$ cat src/rtl/i3c_xfer_ctrl.sv
// i3c_xfer_ctrl: I3C master transfer sequencer driving START/ADDR/ACK/DATA/STOP phases on SDA
module i3c_xfer_ctrl #(
  parameter int DATA_WIDTH = 8,
  parameter int LEN_WIDTH  = 4,
  parameter int CLK_DIV    = 4
) (
  input  logic                  clk_i,
  input  logic                  rst_i,
  input  logic                  cmd_valid_i,
  output logic                  cmd_ready_o,
  input  logic [6:0]            cmd_addr_i,
  input  logic                  cmd_rnw_i,
  input  logic [LEN_WIDTH-1:0]  cmd_len_i,
  input  logic [DATA_WIDTH-1:0] wdata_i,
  input  logic                  wdata_valid_i,
  output logic                  wdata_ready_o,
  output logic [DATA_WIDTH-1:0] rdata_o,
  output logic                  rdata_valid_o,
  input  logic                  sda_i,
  output logic                  sda_o,
  output logic                  sda_oe_o,
  output logic                  bit_tick_o,
  output logic [2:0]            state_o,
  output logic                  done_o,
  output logic [1:0]            err_o
);
  localparam int CW = (CLK_DIV > 2) ? $clog2(CLK_DIV) : 1;
  localparam int NB = (DATA_WIDTH > 8) ? DATA_WIDTH : 8;
  localparam int BW = $clog2(NB + 1);
  typedef enum logic [2:0] {
    S_IDLE  = 3'd0,
    S_START = 3'd1,
    S_ADDR  = 3'd2,
    S_AACK  = 3'd3,
    S_DATA  = 3'd4,
    S_DACK  = 3'd5,
    S_STOP  = 3'd6
  } state_t;
  state_t                state_q, state_d;
  logic [CW-1:0]         cnt_q, cnt_d;
  logic [BW-1:0]         bcnt_q, bcnt_d;
  logic [7:0]            ash_q, ash_d;
  logic [DATA_WIDTH-1:0] dsh_q, dsh_d;
  logic                  rnw_q, rnw_d;
  logic [LEN_WIDTH-1:0]  rem_q, rem_d;
  logic [1:0]            err_q, err_d;
  logic [DATA_WIDTH-1:0] rdata_q, rdata_d;
  logic                  rvalid_q, rvalid_d;
  logic                  done_q, done_d;
  logic                  tick, entry, wtake;
  logic [DATA_WIDTH-1:0] cur;
  // Phase sequencing, bit-period divider, shift registers and byte accounting
  always_comb begin
    tick = state_q != S_IDLE && cnt_q == CW'(CLK_DIV - 1);
    entry = state_q == S_DATA && cnt_q == '0 && bcnt_q == '0;
    wtake = entry && !rnw_q && wdata_valid_i;
    cur = wtake ? wdata_i : dsh_q;
    state_d = state_q;
    cnt_d = (tick || state_q == S_IDLE) ? '0 : cnt_q + CW'(1);
    bcnt_d = bcnt_q;
    ash_d = ash_q;
    dsh_d = dsh_q;
    rnw_d = rnw_q;
    rem_d = rem_q;
    err_d = err_q;
    rdata_d = rdata_q;
    rvalid_d = 1'b0;
    done_d = 1'b0;
    case (state_q)
      S_IDLE: if (cmd_valid_i) begin
        ash_d = {cmd_addr_i, cmd_rnw_i};
        rnw_d = cmd_rnw_i;
        rem_d = cmd_len_i;
        err_d = 2'd0;
        state_d = S_START;
      end
      S_START: if (tick) state_d = S_ADDR;
      S_ADDR: if (tick) begin
        ash_d = ash_q << 1;
        bcnt_d = bcnt_q + BW'(1);
        if (bcnt_q == BW'(7)) state_d = S_AACK;
      end
      S_AACK: if (tick) begin
        err_d = sda_i ? 2'd1 : 2'd0;
        state_d = (sda_i || rem_q == '0) ? S_STOP : S_DATA;
      end
      S_DATA: if (entry && !rnw_q && !wdata_valid_i) begin
        err_d = 2'd3;
        state_d = S_STOP;
      end else begin
        if (wtake) dsh_d = wdata_i;
        if (tick) begin
          dsh_d = rnw_q ? {dsh_q[DATA_WIDTH-2:0], sda_i} : dsh_q << 1;
          bcnt_d = bcnt_q + BW'(1);
          if (bcnt_q == BW'(DATA_WIDTH - 1)) begin
            state_d = S_DACK;
            rdata_d = rnw_q ? {dsh_q[DATA_WIDTH-2:0], sda_i} : rdata_q;
            rvalid_d = rnw_q;
          end
        end
      end
      S_DACK: if (tick) begin
        if (!rnw_q && sda_i) begin
          err_d = 2'd2;
          state_d = S_STOP;
        end else begin
          rem_d = rem_q - LEN_WIDTH'(1);
          state_d = rem_q == LEN_WIDTH'(1) ? S_STOP : S_DATA;
        end
      end
      S_STOP: if (tick) begin
        state_d = S_IDLE;
        done_d = 1'b1;
      end
      default: state_d = S_IDLE;
    endcase
    if (state_d != state_q) begin
      cnt_d = '0;
      bcnt_d = '0;
    end
  end
  // SDA drive: master owns the line except while the target acks or sends read data
  always_comb begin
    sda_oe_o = state_q == S_START || state_q == S_ADDR || state_q == S_STOP ||
               (state_q == S_DATA && !rnw_q) || (state_q == S_DACK && rnw_q);
    sda_o = (state_q == S_START || state_q == S_STOP) ? 1'b0 :
            state_q == S_ADDR ? ash_q[7] :
            (state_q == S_DATA && !rnw_q) ? cur[DATA_WIDTH-1] :
            (state_q == S_DACK && rnw_q) ? rem_q == LEN_WIDTH'(1) : 1'b1;
  end
  // State and datapath registers with synchronous reset
  always_ff @(posedge clk_i) begin
    if (rst_i) begin
      state_q <= S_IDLE;
      cnt_q <= '0;
      bcnt_q <= '0;
      ash_q <= '0;
      dsh_q <= '0;
      rnw_q <= 1'b0;
      rem_q <= '0;
      err_q <= 2'd0;
      rdata_q <= '0;
      rvalid_q <= 1'b0;
      done_q <= 1'b0;
    end else begin
      state_q <= state_d;
      cnt_q <= cnt_d;
      bcnt_q <= bcnt_d;
      ash_q <= ash_d;
      dsh_q <= dsh_d;
      rnw_q <= rnw_d;
      rem_q <= rem_d;
      err_q <= err_d;
      rdata_q <= rdata_d;
      rvalid_q <= rvalid_d;
      done_q <= done_d;
    end
  end
  assign cmd_ready_o = state_q == S_IDLE;
  assign wdata_ready_o = wtake;
  assign rdata_o = rdata_q;
  assign rdata_valid_o = rvalid_q;
  assign bit_tick_o = tick;
  assign state_o = state_q;
  assign done_o = done_q;
  assign err_o = done_q ? err_q : 2'd0;
endmodule

$ cat config.mk
export PLATFORM = sky130hd
export DESIGN_NAME = i3c_xfer_ctrl
export DESIGN_NICKNAME = d
export VERILOG_FILES = /design/src/rtl/i3c_xfer_ctrl.sv
export SDC_FILE = /design/constraint.sdc
export NUM_CORES = 1
export LEC_CHECK = 0
export ABC_CLOCK_PERIOD_IN_PS = 4000
export CORE_ASPECT_RATIO = 0.8
export CORE_MARGIN = 1.5
export CORE_UTILIZATION = 40
export CTS_BUF_LIST = sky130_fd_sc_hd__clkbuf_8 sky130_fd_sc_hd__clkbuf_16
export DETAILED_ROUTE_END_ITERATION = 7
export GPL_TIMING_DRIVEN = 0
export PLACE_DENSITY = 0.65
export SETUP_SLACK_MARGIN = 0.5
export SYNTH_ARGS = -nofsm -noshare
export SYNTH_HDL_FRONTEND = slang
export SYNTH_SLANG_ARGS = --single-unit
$ cat constraint.sdc
create_clock -name clk_i -period 4 [get_ports clk_i]
set_input_delay 1 -clock clk_i [delete_from_list [all_inputs] [get_ports clk_i]]
set_output_delay 1 -clock clk_i [all_outputs]
set_load 0.01 [all_outputs]
# Yosys cells after proc, flatten, opt, wreduce, memory -nomap -nowiden
# Index checks and enable logic that the tools add are counted.
# totals
reg_bits	42
input_bits	25
out_inout_bits	20
elab_cells	118
# classes
addsub	3
n_eq_ne	18
mux	40
bitwise_logic	5
reduce_logical	40
# ops
cell	count
$mux W8	4
$mux W3	10
$pmux W3 S7	1
$mux W4	5
$mux W2	9
$ne A2 B2 Y1 const B	8
$pmux W4 S2	2
$pmux W8 S2	1
$eq A3 B3 Y1 const B	3
$logic_and A1 B1 Y1	9
$logic_not A4 Y1	2
$pmux W2 S4	1
$reduce_bool A2 Y1	4
$logic_or A1 B1 Y1	7
$mux W1	7
$eq A3 B2 Y1 const B	2
$reduce_and A2 Y1	3
$reduce_and A3 Y1	2
$reduce_and A6 Y1	1
$not A1 Y1	5
$reduce_and A5 Y1	1
$reduce_or A5 Y1	1
$add A4 B1 Y4 const B	1
$eq A4 B1 Y1 const B	1
other kinds (14)	16

# Depth between registers and ports, before layout
# Gate-level depths: netlist of run 1.
# logic_depth
depth_word	9
ltp_mapped	7

# Least setup slack after synthesis of run 1
# OpenSTA, ideal clock, no wires.
# synth_timing
path_kind	in2out
from	input port wdata_valid_i
to	output port sda_o
t_arrival_ns	1.811
required_ns	3.000
slack_ns	1.189
cell_stages	4
path_buffers	0
cell_sequence	and2_1 and2_1 a2111oi_0 a211oi_1
# synth_via
elab_chain_len	5
# synth_lines
element	line_no	rtl
start: declaration	15	input logic wdata_valid_i,
$logic_and A1 B1 Y1	56	wtake = entry && !rnw_q && wdata_valid_i;
$mux W8	n/a	
$mux W1	128	(state_q == S_DATA && !rnw_q) ? cur[DATA_WIDTH-1] :
$mux W1	127	state_q == S_ADDR ? ash_q[7] :
$mux W1	126	sda_o = (state_q == S_START || state_q == S_STOP) ? 1'b0 :
end: declaration	20	output logic sda_o,
# Every way passes these cells. The select of a mux whose other input is x is not followed.

# Worst setup path after layout of run 1
# Ends and elaborated chain as after synthesis.

==> metrics.yaml, run 1 <==
worst_setup_path:
  crit_start: "wdata_valid_i"
  r2r.worst_path.cells: 6
  crit_fanout: 4
  cp.required_ns: 3.00
  rr_startpoint: "cnt_q[0]$_SDFF_PP0_"
  start_kind: "primary input"
  critPathCapture: "sda_o"
  end_kind: "output port"
  r2r-end: "err_q[1]$_SDFFE_PP0P_"
  rrSetupSlack_ns: 2.10
  path_class: "in2out"
  worst_ep_arrival_time_ns: 2.40
floorplan:
  start_util: 0.412
  die_h_um: 72.4
  die_w_um: 89.8
  num_io_pins: 45
  rows: 25
  core_area_um2: 5850
  die_area_um2: 6500
cts:
  ctsHtreeMaxLevel: 2
  postCtsSetupBuffers: 0
  hold_buffers: 0
  cts_buffer_depth: 2
  clk_pin_slew_ns: 0.08
  cts_root_buf: "clkbuf_8"
  clock_latency_ns: 0.30
  cts_buffers: 5
  tritoncts: "yes"
  cts.sinks: 42
synthesis:
  synth.top_cell.area_share: 0.349
  async_reset_ff_frac: 0
  synth_nets: 298
  yosysMostFrequentCell: "dfxtp_1"
  synth_top_flop_cell: "dfxtp_1"
  ys_ff_latch: 42
  synth_edf_count: 0
  ys_types: 60
  netlist_instances: 267
  yosysTopAreaCell: "dfxtp_1"
  synth-warning-count: 0
  syn_area_um2: 2410
  ys_seq_area_frac: 0.349
  syn_area_per_cell_um2: 9.02
  yosys-top-cells-count: "dfxtp_1 (42), nor2_1 (31), mux2i_1 (18)"
  synth_area_leaders: "dfxtp_1 (35%), mux2i_1 (7.5%), nor2_1 (4.8%)"
routing:
  wire_per_inst_um: 14.5
  drc_errors: 0
  ant_nets: 0
  via_per_inst: 5.43
  detail_route.iter0.violations: 142
  vias: 2170
  dr.pass1.iters: 4
  routed_wl_mm: 5.82
pwr:
  ir_drop_uv: 202
  leakage_nw: 1.16
  finalPower_mw: 1.05
  power_density_nw_per_um2: 340
placement:
  port_buffers: 44
  gp_congestion: 0.818
  hpwl_mm: 4.17
flow_run:
  cap_violations: 0
layout:
  nets: 349
  syn_to_final_growth_pct: 27.8
  post-route-util: 0.526
  drive_gt1_frac: 0.157
  diodes: 0
global_route:
  track_usage: 0.185
  grt_util_met1: 0.259
  use_met3: 0.0356
  grt_use_met2: 0.296
  antenna_found_initial: 0
  grt_max_degree: 13
  grt_pass1_wl_mm: 9.69
  grt_busiest_layer: "met2"
  grt_pass1_vias: 1962
  grt_overflow: 0
sta:
  hold_violations: 0
  finalSetupViolCount: 0
  setup_tns_ns: 0
  whs_ns: 0.459
  min_period_ns: 3.40
  finalClockSkew_ns: 0.00861
  fin_crit_sh: 0.850
  max_clock_freq_ghz: 0.294
  tightest_slew_ns: 0.558
  slew_headroom: 0.628
  rsz0062_at_grt: "false"
  drv_slew: 0
min_path:
  hold_class: "reg2reg"
outcome:
  outcome: "finished clean"
[layout by cell type (no fill, tap or decap), drive strengths merged, types with 2 or more instances in the layout]
cell type and instances:
dfxtp 42, clkdlybuf4s50 42, nor2 31, mux2i 18
a21oi 18, inv 16, nor3 14, a211oi 13
buf 13, nand2 12, clkbuf 11, nand3 7
o221ai 6, ha 6, xnor2 5, nor3b 5
nand3b 4, o21ai 4, and2 4, nand2b 3
a211o 3, o31ai 3, nor4b 3, or3b 2
or3 2, and4b 2, nor2b 2, a31o 2
a221oi 2, nand4 2, a2111oi 2, or2 2
[worst min-delay path by stage]
stage                               start                     to  slack [ns]  cells after the start
floorplan           err_q[0]$_SDFFE_PP0P_  err_q[0]$_SDFFE_PP0P_        0.43                      2
global placement    err_q[0]$_SDFFE_PP0P_  err_q[0]$_SDFFE_PP0P_        0.45                      2
global route        err_q[1]$_SDFFE_PP0P_  err_q[1]$_SDFFE_PP0P_        0.49                      2
CTS                 err_q[0]$_SDFFE_PP0P_  err_q[0]$_SDFFE_PP0P_        0.47                      2
finish              err_q[0]$_SDFFE_PP0P_  err_q[0]$_SDFFE_PP0P_        0.46                      2
detailed placement  err_q[0]$_SDFFE_PP0P_  err_q[0]$_SDFFE_PP0P_        0.46                      2
[cell type report]
type	instances	area [um^2]
fillers	557	2770
multi-input cells	193	1420
flip-flops and latches	42	841
repair buffers	44	434
plain buffers	18	126
well taps	81	101
clock buffers	5	68.8
inverters	14	52.6
clock inverters	3	37.5
[logic make-up after synthesis]
| family | share of synthesized area |
|---|---|
| buffers and inverters | 0.0743 |
| and+or+nand+nor | 0.242 |
| adders and majority gates | 0.0358 |
| muxes | 0.0748 |
| DFF | 0.349 |
| AOI/OAI and AO/OA | 0.206 |
| xor gates and xnor gates | 0.0182 |
[per-layer routing]
layer	share of wire	vias up
li1	-	1078
met1	0.50	1029
met2	0.44	57
met3	0.055	6
met4	0.010	0
met5	0	-
[flip-flops by register name, indices dropped and copies added (netlist names)]
name and flops:
ash_q 8, bcnt_q 4, cnt_q 2, done_o 1, dsh_q 8, err_q 2, rdata_o 8, rdata_valid_o 1
rem_q 4, rnw_q 1, state_o 3
[critical path, cell delays in order]
cell	delay [ns]
clkdlybuf4s50_1	0.44
and2_4	0.17
and2_4	0.17
a2111oi_4	0.40
a211oi_2	0.07
clkbuf_2	0.15
[report_power, final]
group | switching [mW] | total (mW) | internal, mW
registers | 0.0166 | 0.456 | 0.440
logic | 0.135 | 0.260 | 0.125
clock network | 0.149 | 0.331 | 0.182
total | 0.301 | 1.05 | 0.747
[through the flow]
stage | area, um^2 | setup slack, ns | std cells
after global placement | 2950 | -0.122 | 392
after detailed placement | 2950 | -0.120 | 392
after global routing | 3080 | 0.531 | 400
final | 3080 | 0.599 | 400
after floorplan | 2410 | 1.19 | 267
after CTS | 3070 | 0.460 | 400
[timing repair]
item                                    4_1_cts  5_1_grt
pin swaps                                     1        1
endpoints found under the setup margin        2        1
gates resized for setup                       6        4
Note: power is estimated with default switching activity, not from simulation.
==> run 2: changes to the inputs <==
Settings changed: HOLD_SLACK_MARGIN set to 0.05.
==> results of run 2 <==
Same layout as run 1: the final DEF is identical, and so are final timing and power.
==> run 3: changes to the inputs <==
Settings changed: ABC_CLOCK_PERIOD_IN_PS 4000 to 3700, MAX_ROUTING_LAYER set to met4.
Clock period 4 ns to 3.7 ns, I/O delays scaled along.
==> metrics.yaml, run 3 (same netlist as run 1, synthesis figures left out) <==
floorplan:
  die_h_um: 72.4
  start_util: 0.412
  rows: 25
  die_area_um2: 6500
  num_io_pins: 45
  core_area_um2: 5850
  die_w_um: 89.8
min_path:
  whs_endpoint: "err_q[0]$_SDFFE_PP0P_"
  hold_path_depth: 2
  hold_class: "reg2reg"
  min_from: "err_q[0]$_SDFFE_PP0P_"
cts:
  tritoncts: "yes"
  clock_latency_ns: 0.30
  cts.sinks: 42
  ctsHtreeMaxLevel: 2
  cts_root_buf: "clkbuf_8"
  clk_pin_slew_ns: 0.08
  postCtsSetupBuffers: 0
  cts_buffer_depth: 2
  cts_buffers: 5
global_route:
  antenna_found_initial: 0
  grt_pass1_wl_mm: 9.69
  grt_pass1_vias: 1963
  track_usage: 0.191
  grt_overflow: 0
  grt_max_degree: 13
pwr:
  p_clk_frac: 0.318
  power_density_nw_per_um2: 369
  pwr-share-comb: 0.248
  ir_drop_uv: 221
  p_int_uw: 808
  swShare: 0.289
  p_sw_uw: 329
  p_seq_frac: 0.434
  leakage_nw: 1.16
sta:
  min_period_ns: 3.26
  setup_tns_ns: 0
  finalSetupViolCount: 0
  tightest_slew_ns: 0.561
  timing.final.ws_setup_ns: 0.444
  max_clock_freq_ghz: 0.307
  hold_violations: 0
  fin_crit_sh: 0.880
  drv_slew: 0
  finalClockSkew_ns: 0.00970
  slew_headroom: 0.626
  rsz0062_at_grt: "true"
routing:
  dr.pass1.iters: 4
  drc_errors: 0
  vias: 2160
  ant_nets: 0
  routed_wl_mm: 5.84
  via_per_inst: 5.40
  detail_route.iter0.violations: 135
  wire_per_inst_um: 14.6
worst_setup_path:
  crit_fanout: 4
  start_kind: "primary input"
  r2r-end: "dsh_q[5]$_SDFFE_PP0P_"
  rr_startpoint: "cnt_q[0]$_SDFF_PP0_"
  worst_ep_arrival_time_ns: 2.33
  end_kind: "output port"
  cp.required_ns: 2.77
  rrSetupSlack_ns: 1.81
  r2r.worst_path.cells: 6
  path_class: "in2out"
layout:
  post-route-util: 0.527
  final_cell_mix: "dfxtp_1 (42), clkdlybuf4s50_1 (42), nor2_1 (31), mux2i_1 (18), inv_1 (15)"
  drive_gt1_frac: 0.160
  nets: 349
  syn_to_final_growth_pct: 27.9
  diodes: 0
flow_run:
  cap_violations: 0
placement:
  port_buffers: 44
  hpwl_mm: 4.17
  gp_congestion: 0.830
  dpl_worst_slack_ns: -0.270
outcome:
  outcome: "finished clean"
==> run 3: worst max path at each step <==
stage	startpoint	slack, ns	endpoint	depth (start not counted)
6_report	wdata_valid_i	0.44	sda_o	6
5_1_grt	wdata_valid_i	0.40	sda_o	6
4_1_cts	wdata_valid_i	0.31	sda_o	6
3_5_place_dp	wdata_valid_i	-0.27	sda_o	6
3_3_place_gp	wdata_valid_i	-0.27	sda_o	6
2_1_floorplan	wdata_valid_i	1.04	sda_o	4
==> run 3: worst max-delay path, stage by stage <==
cell             delay [ns]
clkdlybuf4s50_1        0.45
and2_4                 0.17
and2_4                 0.17
a2111oi_4              0.41
a211oi_2               0.07
clkbuf_2               0.14
==> run 3: layout make-up <==
class | instances | area, um^2
plain buffers | 18 | 128
clock buffers | 5 | 68.8
clock inverters | 3 | 37.5
fillers | 556 | 2770
inverters | 14 | 52.6
multi-input cells | 193 | 1420
flip-flops and latches | 42 | 841
well taps | 81 | 101
repair buffers | 44 | 434
==> run 3: repair_timing <==
item,CTS,global route
gates resized for setup,6,6
pin swaps,1,1
hold buffers,0,0
endpoints found under the hold margin,0,0
setup endpoints to repair,2,3
==> run 3: per-stage QoR <==
stage | hold WS, ns | area, um^2 | cells | total power [mW]
after floorplan | 0.430 | 2410 | 267 | 0.687
after global placement | 0.449 | 2950 | 392 | 0.778
after detailed placement | 0.456 | 2950 | 392 | 0.781
after CTS | 0.468 | 3070 | 400 | 1.14
after global routing | 0.488 | 3080 | 400 | 1.18
final | 0.461 | 3080 | 400 | 1.14
==> run 3: power groups by stage <==
| stage | Clock (mW) | Sequential (mW) | Combinational [mW] |
|---|---|---|---|
| 6_report | 0.361 | 0.494 | 0.282 |
| 5_1_grt | 0.377 | 0.496 | 0.308 |
| 4_1_cts | 0.364 | 0.494 | 0.279 |
| 3_5_place_dp | 0 | 0.505 | 0.276 |
| 3_3_place_gp | 0 | 0.504 | 0.274 |
| 2_1_floorplan | 0 | 0.502 | 0.185 |
==> run 3: layer usage <==
| layer | vias up | global-route usage | routed length (um) |
|---|---|---|---|
| li1 | 1076 | - | - |
| met1 | 1027 | 0.259 | 3040 |
| met2 | 49 | 0.296 | 2510 |
| met3 | 8 | 0.0356 | 236 |
| met4 | 0 | 0.0476 | 59 |
| met5 | - | - | 0 |
